<file path="config.mk">
export PLATFORM = sky130hd
export DESIGN_NAME = alu_result_stage
export DESIGN_NICKNAME = d
export VERILOG_FILES = /design/src/rtl/alu_result_stage.sv
export SDC_FILE = /design/constraint.sdc
export NUM_CORES = 1
export LEC_CHECK = 0
export ABC_AREA = 1
export BUFFER_PORTS_ARGS = -buffer_cell sky130_fd_sc_hd__buf_2
export CORE_UTILIZATION = 54
export CTS_BUF_LIST = sky130_fd_sc_hd__clkbuf_16
export DETAILED_ROUTE_END_ITERATION = 8
export PLACE_DENSITY = 0.79
export SYNTH_ARGS = -nofsm -noshare
export SYNTH_HDL_FRONTEND = slang
export SYNTH_SLANG_ARGS = --single-unit
</file>
<file path="constraint.sdc">
create_clock -name Clock -period 2.3 [get_ports Clock]
set_clock_uncertainty 0.05 [all_clocks]
set_input_delay 0.115 -clock Clock [delete_from_list [all_inputs] [get_ports Clock]]
set_output_delay 0.115 -clock Clock [all_outputs]
set_load 0.005 [all_outputs]
</file>
<file path="src/rtl/alu_result_stage.sv">
// alu_result_stage: 2-entry writeback FIFO between the ALU and the register-file write port.
// Latency: an entry enqueued on edge k presents WbValid from edge k, so writeback can happen on edge k+1.
// Backpressure: InReady drops only when both slots are held. It never looks at WbReady.
// Flags {N,Z,V,C} commit in FIFO order, on the dequeue of an entry whose upd bit is set.
// Optional feature macro: ALU_FWD_EN adds FwdValid/FwdReg/FwdData, the newest held entry, for operand forwarding.
// Ports: Clock/Reset (sync, active-high); InValid/InReady + Result/Carry/Overflow/DestReg/UpdateFlags in;
//        WbValid/WbReady + WbData/WbReg out; Flags, Count status.
module alu_result_stage #(
  parameter int WIDTH   = 16,
  parameter int REGBITS = 4
) (
  input  logic               Clock,
  input  logic               Reset,
  input  logic               InValid,
  output logic               InReady,
  input  logic [WIDTH-1:0]   Result,
  input  logic               Carry,
  input  logic               Overflow,
  input  logic [REGBITS-1:0] DestReg,
  input  logic               UpdateFlags,
  output logic               WbValid,
  input  logic               WbReady,
  output logic [WIDTH-1:0]   WbData,
  output logic [REGBITS-1:0] WbReg,
  output logic [3:0]         Flags,
`ifdef ALU_FWD_EN
  output logic               FwdValid,
  output logic [REGBITS-1:0] FwdReg,
  output logic [WIDTH-1:0]   FwdData,
`endif
  output logic [1:0]         Count
);

  typedef struct packed {
    logic [WIDTH-1:0]   data;
    logic [REGBITS-1:0] rg;
    logic               n;
    logic               z;
    logic               v;
    logic               c;
    logic               upd;
  } slot_t;

  // The state encoding is the entry count itself.
  typedef enum logic [1:0] {
    EMPTY = 2'd0,
    ONE   = 2'd1,
    FULL  = 2'd2
  } state_t;

  state_t state;
  slot_t  slots [2];
  logic   head;
  logic   tail;
  logic   enq;
  logic   deq;
  slot_t  new_entry;

  assign Count   = state;
  assign InReady = (state != FULL);
  assign WbValid = (state != EMPTY);
  assign enq     = InValid && InReady;
  assign deq     = WbValid && WbReady;

  // Flags are captured at enqueue and only applied when the entry commits.
  always_comb begin
    new_entry      = '0;
    new_entry.data = Result;
    new_entry.rg   = DestReg;
    new_entry.n    = Result[WIDTH-1];
    new_entry.z    = (Result == '0);
    new_entry.v    = Overflow;
    new_entry.c    = Carry;
    new_entry.upd  = UpdateFlags;
  end

  // Slot contents are cleared on reset, but the outputs are still gated on
  // EMPTY so that stale data from a drained slot never leaks out.
  assign WbData = WbValid ? slots[head].data : '0;
  assign WbReg  = WbValid ? slots[head].rg   : '0;

`ifdef ALU_FWD_EN
  // The newest entry sits one slot behind tail. With only two slots, that is ~tail.
  assign FwdValid = (state != EMPTY);
  assign FwdReg   = FwdValid ? slots[~tail].rg   : '0;
  assign FwdData  = FwdValid ? slots[~tail].data : '0;
`endif

  always_ff @(posedge Clock) begin
    if (Reset) begin
      state <= EMPTY;
      head  <= 1'b0;
      tail  <= 1'b0;
      Flags <= 4'b0000;
      for (int i = 0; i < 2; i++) slots[i] <= '0;
    end else begin
      if (enq) begin
        slots[tail] <= new_entry;
        tail        <= ~tail;
      end
      if (deq) begin
        head <= ~head;
        if (slots[head].upd)
          Flags <= {slots[head].n, slots[head].z, slots[head].v, slots[head].c};
      end
      case (state)
        EMPTY: if (enq) state <= ONE;
        ONE: begin
          if (enq && !deq)      state <= FULL;
          else if (deq && !enq) state <= EMPTY;
        end
        FULL:    if (deq) state <= ONE;
        default: state <= EMPTY;
      endcase
    end
  end

endmodule

</file>
==> results of run 1 <==
-- layer usage --
metal | share of wire (%) | GRT usage (%)
met4 | 1.4 | 13.73
met3 | 6.0 | 5.417
met2 | 52 | 38.32
met1 | 41 | 27.13
met5 | 0 | 0
-- worst paths after layout --
kind / end / slack (ps) / cells past startpoint / from
setup / recovery: WbData[15] / 510 / 5 / flop
hold / removal: slots[1][2]$_SDFFCE_PN0P_ / 70 / 3 / Overflow
setup reg to reg: slots[0][6]$_SDFFCE_PN0P_ / 610 / 7 / Count[0]$_SDFFE_PP0P_
hold reg to reg: head$_SDFFE_PP0P_ / 440 / 2 / head$_SDFFE_PP0P_
-- power by group through the flow --
stage                     clock, uW  sequential [uW]  combinational, uW
after floorplan                   0             1240                211
after global placement            0             1240                326
after global routing           1140             1230                374
after detailed placement          0             1240                334
final                          1090             1230                335
after CTS                      1110             1230                338
-- flip-flops by register name, summed over array words and instances (netlist names), named ones only --
| signal | count |
|---|---|
| slots | 48 |
| tail | 1 |
| Count | 2 |
| head | 1 |
| Flags | 4 |
-- stage by stage --
step                worst slack, ps  util [%]  cell area [sq um]
finish                        512.9     68.77               3248
global route                  331.9     68.77               3248
CTS                           476.2     68.77               3248
floorplan                     390.2         -               2655
detailed placement            629.1     63.58               3003
global placement              661.0     63.58               3003
-- logic make-up (layout without fill, tap and decap cells) --
family / Yosys count / count (layout) / share of synthesized area [%]
and+or+nand+nor: 154 / 154 / 27.24
DFF: 57 / 57 / 61.07
AOI/OAI and AO/OA: 23 / 23 / 4.336
buffers and inverters: 45 / 108 / 7.351
-- cell usage in the layout (no fill, tap or decap) --
cell	n
nand2_1	71
buf_2	54
nor2_1	49
edfxtp_1	48
inv_1	36
a21oi_1	23
nor2_4	11
dfxtp_1	9
nand3_1	9
nor2_2	9
clkbuf_16	9
buf_4	6
nand2_4	2
nand2_2	2
inv_2	1
nand4_2	1
clkinv_2	1
buf_12	1
-- worst register-to-register path, cell delays in order (launching register included) --
cell and delay [ps]:
dfxtp_1 410, inv_2 80, nand2_4 70, nand2_2 70
nor2_4 100, nand2_4 50, nand2_1 340, buf_12 220
-- final cells by class --
cell class | instances | area [sq um]
flip-flops and latches | 57 | 1622
fillers | 368 | 1475
multi-input cells | 177 | 838.3
repair buffers | 61 | 335.3
clock buffers | 9 | 225.2
inverters | 33 | 123.9
well taps | 67 | 83.83
clock inverters | 5 | 20.02
==> metrics.cfg, run 1 <==
[clock_tree]
cts-buffers-inserted = 9
clock_sink_count = 57
clk_pin_slew_worst_paths_ps = 50
clock-root-buffer = clkbuf_16
clockBufferDepth = 2
cts-resized-gates = 0
htreeDepth = 3
clock_latency_ps = 320
cts_hold_buf = 0
cts_setup_buffers = 0
cts_tree = done

[setup_path]
critical_path.startpoint_type = flop
arrival_ps = 1620
cpPeakStageDelay_ps = 520
cp_num_buf_inv = 2
path_max_fanout = 24
required_ps = 2130
cpLargestDelayFamily = buffers and inverters
cp_slowest_cell = inv_1
cp-end-kind = output pin
path_class = flop to output pin
crit_path_cell_trace = inv_1, nand2_1, nand2_1, nor2_1, buf_2
cp_common_cell = nand2_1

[place]
dp_hpwl_mm = 3.455
gp_congestion = 0.7728
dp.cells = 395
io_buffer_count = 54

[route]
drt_pass1_iterations = 4
routed-via-count = 1954
drc = 0
drt_iter0_drc = 118
wirelength_mm = 5.484
avgViaCountPerCell = 4.778
detail-route-antenna-nets = 0
wl_per_cell_microns = 13.41

[synthesis]
ys_ff_latch = 57
synth-seq-area-share_pct = 61.07
syn_area_per_cell_sq_um = 9.516
syn-num-nets = 306
synth_most_common_cell = nand2_1
ys.flop_type = edfxtp_1
synth_area_leaders = edfxtp_1 (54%), nand2_1 (10%), nor2_1 (6.9%)
synth_edf_count = 48
synth_top_area_cell = edfxtp_1
netlist_area_sq_mm = 0.002655
yosys.area.top_type_share_pct = 54.29
yosys-top-cells-count = nand2_1 (71), nor2_1 (49), edfxtp_1 (48)
ys_types = 17
async_flop_share_pct = 0
netlist_instances = 279
synth-warning-count = 0

[global_route]
antenna_found_initial = 0
grt_usage_pct = 22.99
grt_pass1_vias = 1888
overflow = 0
grt_pass1_wl_mm = 8.680
grt_start_max_net_pins = 26

[sta]
hold_slack_ps = 66.64
rsz0062_at_grt = no
fin_crit_ps = 1787
worst_pin_slew_ps = 718.5
slew_viol_final = 0
fmax_mhz = 559.6
setup_viol = 0
hold_viol = 0
slew_headroom_pct = 52.05
fin_tns_setup_ps = 0
finalCritPeriodShare_pct = 77.70

[floorplanning]
start_util_pct = 56.21
io_pins = 55
dieArea_sq_mm = 0.005201
fp-row-count = 25
die_x_microns = 72.12
core_area_sq_mm = 0.004723
die_y_microns = 72.12

[layout]
area_growth_pct = 22.34
layout.cells.non_filler = 409
layout-drive-gt1-share_pct = 28.36
layout.nets = 366
diodes = 0

[power]
total_power_uw = 2654
combinationalPowerShare_pct = 12.6
p_leak_uw = 0.001516
irDropWorstVdd_mv = 0.4378
swShare_pct = 24.29
p_int_uw = 2010
p_clk_share_pct = 41.2
power.density_mw_per_mm2 = 817.2
p_sw_uw = 644.7
seq_power_share_pct = 46.2

[outcome]
status = complete, no violations

[run]
cap_violations = 0

[hold_path]
hold_class = input pin to flop

Note: power is estimated with default switching activity, not from simulation.
==> inputs of run 2 (changes only) <==
CORE_UTILIZATION = 49   (was 54)
PLACE_DENSITY = 0.75   (was 0.79)
clock period = 1.6 ns   (was 2.3 ns; I/O delays follow)
==> run 2 against run 1 <==
  * Die area increased by 9.9%
  * Largest cell class unchanged
  * Clock-buffer cell count unchanged
  * Clock power increased by 50%
  * Worst hold slack worse by 62 ps
==> metrics.cfg, run 2 (same netlist as run 1, synthesis figures left out) <==
[outcome]
status = complete, no violations

[floorplanning]
core_area_sq_mm = 0.005172  ; +9.5%
io_pins = 55  ; unchanged
fp-row-count = 26  ; +4.0%
die_y_microns = 75.61  ; +4.8%
start_util_pct = 51.33  ; -4.9 points
die_x_microns = 75.61  ; +4.8%
dieArea_sq_mm = 0.005717  ; +9.9%

[global_route]
grt_pass1_wl_mm = 8.466  ; -2.5%
grt_usage_pct = 21.63  ; -1.4 points
overflow = 0  ; unchanged
antenna_found_initial = 0  ; unchanged
grt_pass1_vias = 1881  ; -0.37%
grt_start_max_net_pins = 25  ; -3.8%

[sta]
finalCritPeriodShare_pct = 92.68
rsz0062_at_grt = no
hold_slack_ps = 4.985  ; -61.66 ps
hold_viol = 0  ; unchanged
fin_tns_setup_ps = 0  ; unchanged
fmax_mhz = 674.4
worst_pin_slew_ps = 357.6  ; -360.9 ps
setup_viol = 0  ; unchanged
slew_headroom_pct = 76.14  ; +24 points
slew_viol_final = 0  ; unchanged
fin_crit_ps = 1483

[setup_path]
timing.rr.end = slots[0][3]$_SDFFCE_PN0P_
cp_num_buf_inv = 2  ; unchanged
cpPeakStageDelay_ps = 450  ; -70 ps
rr_worst_depth = 5  ; -2
crit_path_cell_trace = nor2_2, buf_6, a21oi_1, buf_2
reg2reg_from = Count[1]$_SDFFE_PP0P_
cp_slowest_cell = dfxtp_1
critical_path.startpoint_type = flop
path_max_fanout = 10  ; -58%
required_ps = 1470  ; -660 ps
cpLargestDelayFamily = flip-flops
arrival_ps = 1350  ; -270 ps
path_class = flop to output pin
r2r_setup_slack_ps = 230  ; -380 ps
cp-end-kind = output pin

[layout]
layout-drive-gt1-share_pct = 31.23  ; +2.9 points
area_growth_pct = 24.98
layout.cells.non_filler = 419  ; +2.4%
layout_common_cells = nand2_1 (69), buf_2 (54), nor2_1 (48), edfxtp_1 (48), inv_1 (33)
post-route-util_pct = 64.15  ; -4.6 points
fill_cells = 429  ; +17%
largest_reg_flops = 48  ; unchanged
fin_area_sq_mm = 0.003318  ; +2.2%
layout.nets = 372  ; +1.6%
final_common_cell = nand2_1
regMostFlops = slots
diodes = 0  ; unchanged

[place]
post_dp_cell_area_sq_mm = 0.003054  ; +1.7%
dp.cells = 404  ; +2.3%
dp_hpwl_mm = 3.555  ; +2.9%
gp_congestion = 0.7099  ; -8.1%
io_buffer_count = 54  ; unchanged

[power]
power.density_mw_per_mm2 = 1177  ; +44%
irDropWorstVdd_mv = 0.8725  ; +99%
p_leak_uw = 0.001539  ; +1.5%

[route]
routed-via-count = 2035  ; +4.1%
drt_iter0_drc = 75  ; -36%
drt_pass1_iterations = 4  ; unchanged
wirelength_mm = 5.476  ; -0.15%
detail-route-antenna-nets = 0  ; unchanged
drc = 0  ; unchanged
avgViaCountPerCell = 4.857  ; +1.7%
wl_per_cell_microns = 13.07  ; -2.5%

[hold_path]
hold-path-cell-count = 3  ; unchanged
holdPathEnd = slots[1][5]$_SDFFCE_PN0P_
hold_class = input pin to flop
min_from = DestReg[0]

[clock_tree]
clock_sink_count = 57  ; unchanged
cts-buffers-inserted = 9  ; unchanged
htreeDepth = 3  ; unchanged
clock_latency_ps = 330  ; about the same
clock-root-buffer = clkbuf_16
clockBufferDepth = 2  ; unchanged
cts_setup_buffers = 0  ; unchanged
clk_pin_slew_worst_paths_ps = 50  ; about the same
cts_tree = done

[run]
cap_violations = 0  ; unchanged

run 2: cell types whose count changed in the layout (fill, tap and decap cells not counted), sizes merged:
cell	before	now
inv	37	35
buf	61	67
clkinv	1	3
clkinvlp	0	1
run 2: layout make-up:
| class | instances | area [sq um] | area share [%] |
|---|---|---|---|
| Clock inverter | 6 | 28.78 | 0.8673 |
| Multi-Input combinational cell | 177 | 855.8 | 25.79 |
| Sequential cell | 57 | 1622 | 48.87 |
| Tap cell | 70 | 87.58 | 2.640 |
| Timing Repair Buffer | 67 | 375.4 | 11.31 |
| Clock buffer | 9 | 225.2 | 6.787 |
| Inverter | 33 | 123.9 | 3.733 |
run 2: power by group:
part           internal [uW]  leakage (uW)  switching [uW]
registers               1730      0.000576            36.1
clock network           1010      0.000131             624
logic                    186      0.000832             322
total                   2920       0.00154             982
run 2: repair_timing:
action                                  4_1_cts  5_1_grt
endpoints found under the setup margin        0       16
gates resized for setup                       0        4
hold buffers                                  0        0
run 2: through the flow:
| step | setup WS, ps | power, uW |
|---|---|---|
| final | 117.1 | 3904 |
| after global routing | 21.02 | 4057 |
| after CTS | 14.79 | 3924 |
| after detailed placement | 234.0 | 2288 |
| after global placement | 273.5 | 2274 |
| after floorplan | 78.29 | 2090 |
run 2: worst reg2reg max path: stages (launching register included):
cell	delay, ps
dfxtp_1	370
nand2_4	110
nand2_2	70
nor2_4	100
nand2_4	70
nand2_4	270
run 2: worst max-delay path by stage:
stage,to,cells past startpoint,slack [ps],startpoint
2_1_floorplan,slots[0][0]$_SDFFCE_PN0P_,7,80,Count[0]$_SDFFE_PP0P_
3_3_place_gp,slots[0][8]$_SDFFCE_PN0P_,6,270,Count[0]$_SDFFE_PP0P_
3_5_place_dp,slots[0][8]$_SDFFCE_PN0P_,6,230,Count[0]$_SDFFE_PP0P_
4_1_cts,WbReg[0],5,10,Count[0]$_SDFFE_PP0P_
5_1_grt,WbReg[0],4,20,Count[1]$_SDFFE_PP0P_
6_report,WbData[10],4,120,Count[1]$_SDFFE_PP0P_
run 2: metal layers:
| metal | share of wire [%] | global-route usage (%) | wire length, microns |
|---|---|---|---|
| met4 | 2.5 | 11.73 | 137 |
| met3 | 5.0 | 7.011 | 275 |
| met1 | 42 | 24.10 | 2274 |
| met5 | 0 | 0 | 0 |
| met2 | 51 | 36.90 | 2789 |
==> inputs of run 3 (changes only) <==
SETUP_SLACK_MARGIN = 0.3   (was not set)
==> run 3 against run 2 <==
  * Clock power hardly changed
  * Fmax is 7.7% higher
  * Final area is 17% higher
==> metrics.cfg, run 3 (same netlist as run 1, synthesis figures left out) <==
[power]
p_leak_uw = 0.001694  ; +10%
irDropWorstVdd_mv = 0.7304  ; -16%
seq_power_share_pct = 43.0  ; -2.1 points
swShare_pct = 26.23  ; +1.1 points
p_int_uw = 3045  ; +4.2%
combinationalPowerShare_pct = 17.7  ; +4.7 points
power.density_mw_per_mm2 = 1066  ; -9.4%
p_clk_share_pct = 39.3  ; -2.6 points
p_sw_uw = 1083  ; +10%

[clock_tree]
clk_pin_slew_worst_paths_ps = 50  ; about the same
clock_latency_ps = 320  ; about the same
htreeDepth = 3  ; unchanged
cts_hold_buf = 0  ; unchanged
clock-root-buffer = clkbuf_16
cts_tree = done
cts-buffers-inserted = 9  ; unchanged
clockBufferDepth = 2  ; unchanged
clock_sink_count = 57  ; unchanged

[layout]
layout-drive-gt1-share_pct = 43.05  ; +12 points
register_area_sq_mm = 0.001633  ; +0.69%
multiInputGateArea_sq_mm = 0.001165  ; +36%
layout.nets = 389  ; +4.6%
final_common_cell = nand2_1
layout_common_cells = nand2_1 (65), buf_2 (54), edfxtp_1 (48)
diodes = 0  ; unchanged
regMostFlops = slots
largest_reg_flops = 48  ; unchanged
fin_area_sq_mm = 0.003872  ; +17%
area_growth_pct = 45.85
fill_cells = 348  ; -19%

[place]
dp_hpwl_mm = 3.522  ; -0.92%
post_dp_cell_area_sq_mm = 0.003088  ; +1.1%
io_buffer_count = 54  ; unchanged
gp_congestion = 0.7282  ; +2.6%
dp_slack_ps = 193.3  ; -40.71 ps

[route]
wirelength_mm = 6.322  ; +15%
highest-signal-layer = met4
drt_iter0_drc = 86  ; +15%
drc = 0  ; unchanged
detail-route-antenna-nets = 0  ; unchanged
wl_per_cell_microns = 14.47  ; +11%
avgViaCountPerCell = 4.931  ; +1.5%
wl_met3_microns = 285  ; +3.6%
routed-via-count = 2155  ; +5.9%
met1Wirelength_mm = 2.542  ; +12%
wl_met2_mm = 3.405  ; +22%
drt_pass1_iterations = 5  ; +1

[floorplanning]
dieArea_sq_mm = 0.005717  ; unchanged
die_y_microns = 75.61  ; unchanged
die_x_microns = 75.61  ; unchanged
start_util_pct = 51.33  ; unchanged
fp-row-count = 26  ; unchanged
core_area_sq_mm = 0.005172  ; unchanged
io_pins = 55  ; unchanged

[global_route]
overflow = 0  ; unchanged
antenna_found_initial = 0  ; unchanged
grt_start_max_net_pins = 25  ; unchanged
grt_pass1_vias = 1956  ; +4.0%
grt_usage_pct = 22.29  ; +0.65 points
grt_pass1_wl_mm = 8.914  ; +5.3%

[sta]
hold_viol = 0  ; unchanged
worst_pin_slew_ps = 347.0  ; -10.59 ps
fin_tns_setup_ps = 0  ; unchanged
slew_headroom_pct = 76.86  ; +0.73 points
setup_ws_ps = 223.2  ; +106.1 ps
setup_viol = 0  ; unchanged
rsz0062_at_grt = yes
slew_viol_final = 0  ; unchanged
fmax_mhz = 726.3  ; +7.7%
finalCritPeriodShare_pct = 86.05  ; -6.6 points
fin_crit_ps = 1377  ; -106.1 ps

[setup_path]
required_ps = 1470  ; about the same
cpPeakStageDelay_ps = 370  ; -80 ps
cp-end-kind = output pin
path_class = flop to output pin
cpLargestDelayFamily = flip-flops
path_max_fanout = 6  ; -4
critical_path.startpoint_type = flop
cp_num_buf_inv = 3  ; +1
arrival_ps = 1250  ; -100 ps
crit_path_cell_trace = inv_6, buf_8, nand2_4, a21oi_4, buf_2
r2r_setup_slack_ps = 220  ; about the same
cp_slowest_cell = dfxtp_4

[run]
cap_violations = 0  ; unchanged

[outcome]
status = complete, no violations

[hold_path]
hold_class = input pin to flop

## run 3: cell count changes in the layout (fill, tap and decap cells not counted), moves of 4 or more
cell / delta
nor2_4: +17
nor2_1: -14
a21oi_1: -11
a21oi_2: +10
nand2_8: +7
buf_12: +5
nand2_1: -4
## run 3: stage by stage
stage               cells  hold WS, ps  utilization (%)  total power (uW)
floorplan             279        195.5                -              2104
global placement      403        340.4            59.70              2285
detailed placement    403        345.0            59.70              2301
CTS                   429        10.04            68.70              4012
global route          437        44.46            74.87              4291
finish                437        11.74            74.87              4127
## run 3: power groups by stage
stage / Clock (uW) / Combinational, uW / Sequential [uW]
final: 1620 / 729 / 1780
after global routing: 1710 / 796 / 1780
after CTS: 1630 / 612 / 1770
after detailed placement: 0 / 508 / 1790
after global placement: 0 / 496 / 1790
after floorplan: 0 / 319 / 1780
## run 3: path summary, 6_finish.rpt
| kind | startpoint | endpoint | cells past startpoint |
|---|---|---|---|
| setup / recovery | flop | WbData[10] | 5 |
| hold / removal | WbReady | Count[1]$_SDFFE_PP0P_ | 4 |
| setup reg to reg | Count[0]$_SDFFE_PP0P_ | slots[0][19]$_SDFFCE_PN0P_ | 7 |
| hold reg to reg | Flags[3]$_SDFFE_PP0P_ | Flags[3]$_SDFFE_PP0P_ | 2 |
## run 3: worst reg2reg max path, delay by kind of cell (launching register included)
kind                   cells  cell delay [ps]
and+or+nand+nor            5              530
buffers and inverters      2              290
DFF                        1              380
## run 3: per-layer routing
layer  vias to the layer above  track usage [%]
met2                        74            38.99
li1                       1059                -
met3                         8            5.556
met4                         0            9.053
met1                      1014            26.35
met5                         -                0
## run 3: area by class of cell
type,instances,area share (%)
Clock buffer,9,5.816
Clock inverter,7,0.7754
Inverter,33,3.393
Multi-Input combinational cell,181,30.08
Sequential cell,57,42.16
Tap cell,70,2.262
Timing Repair Buffer,80,15.51
## run 3: repair_timing
item	in CTS	in global routing
resized for setup	34	50
endpoints found under the setup margin	65	105
gates cloned	5	3
setup buffers	5	5
pin swaps	3	8
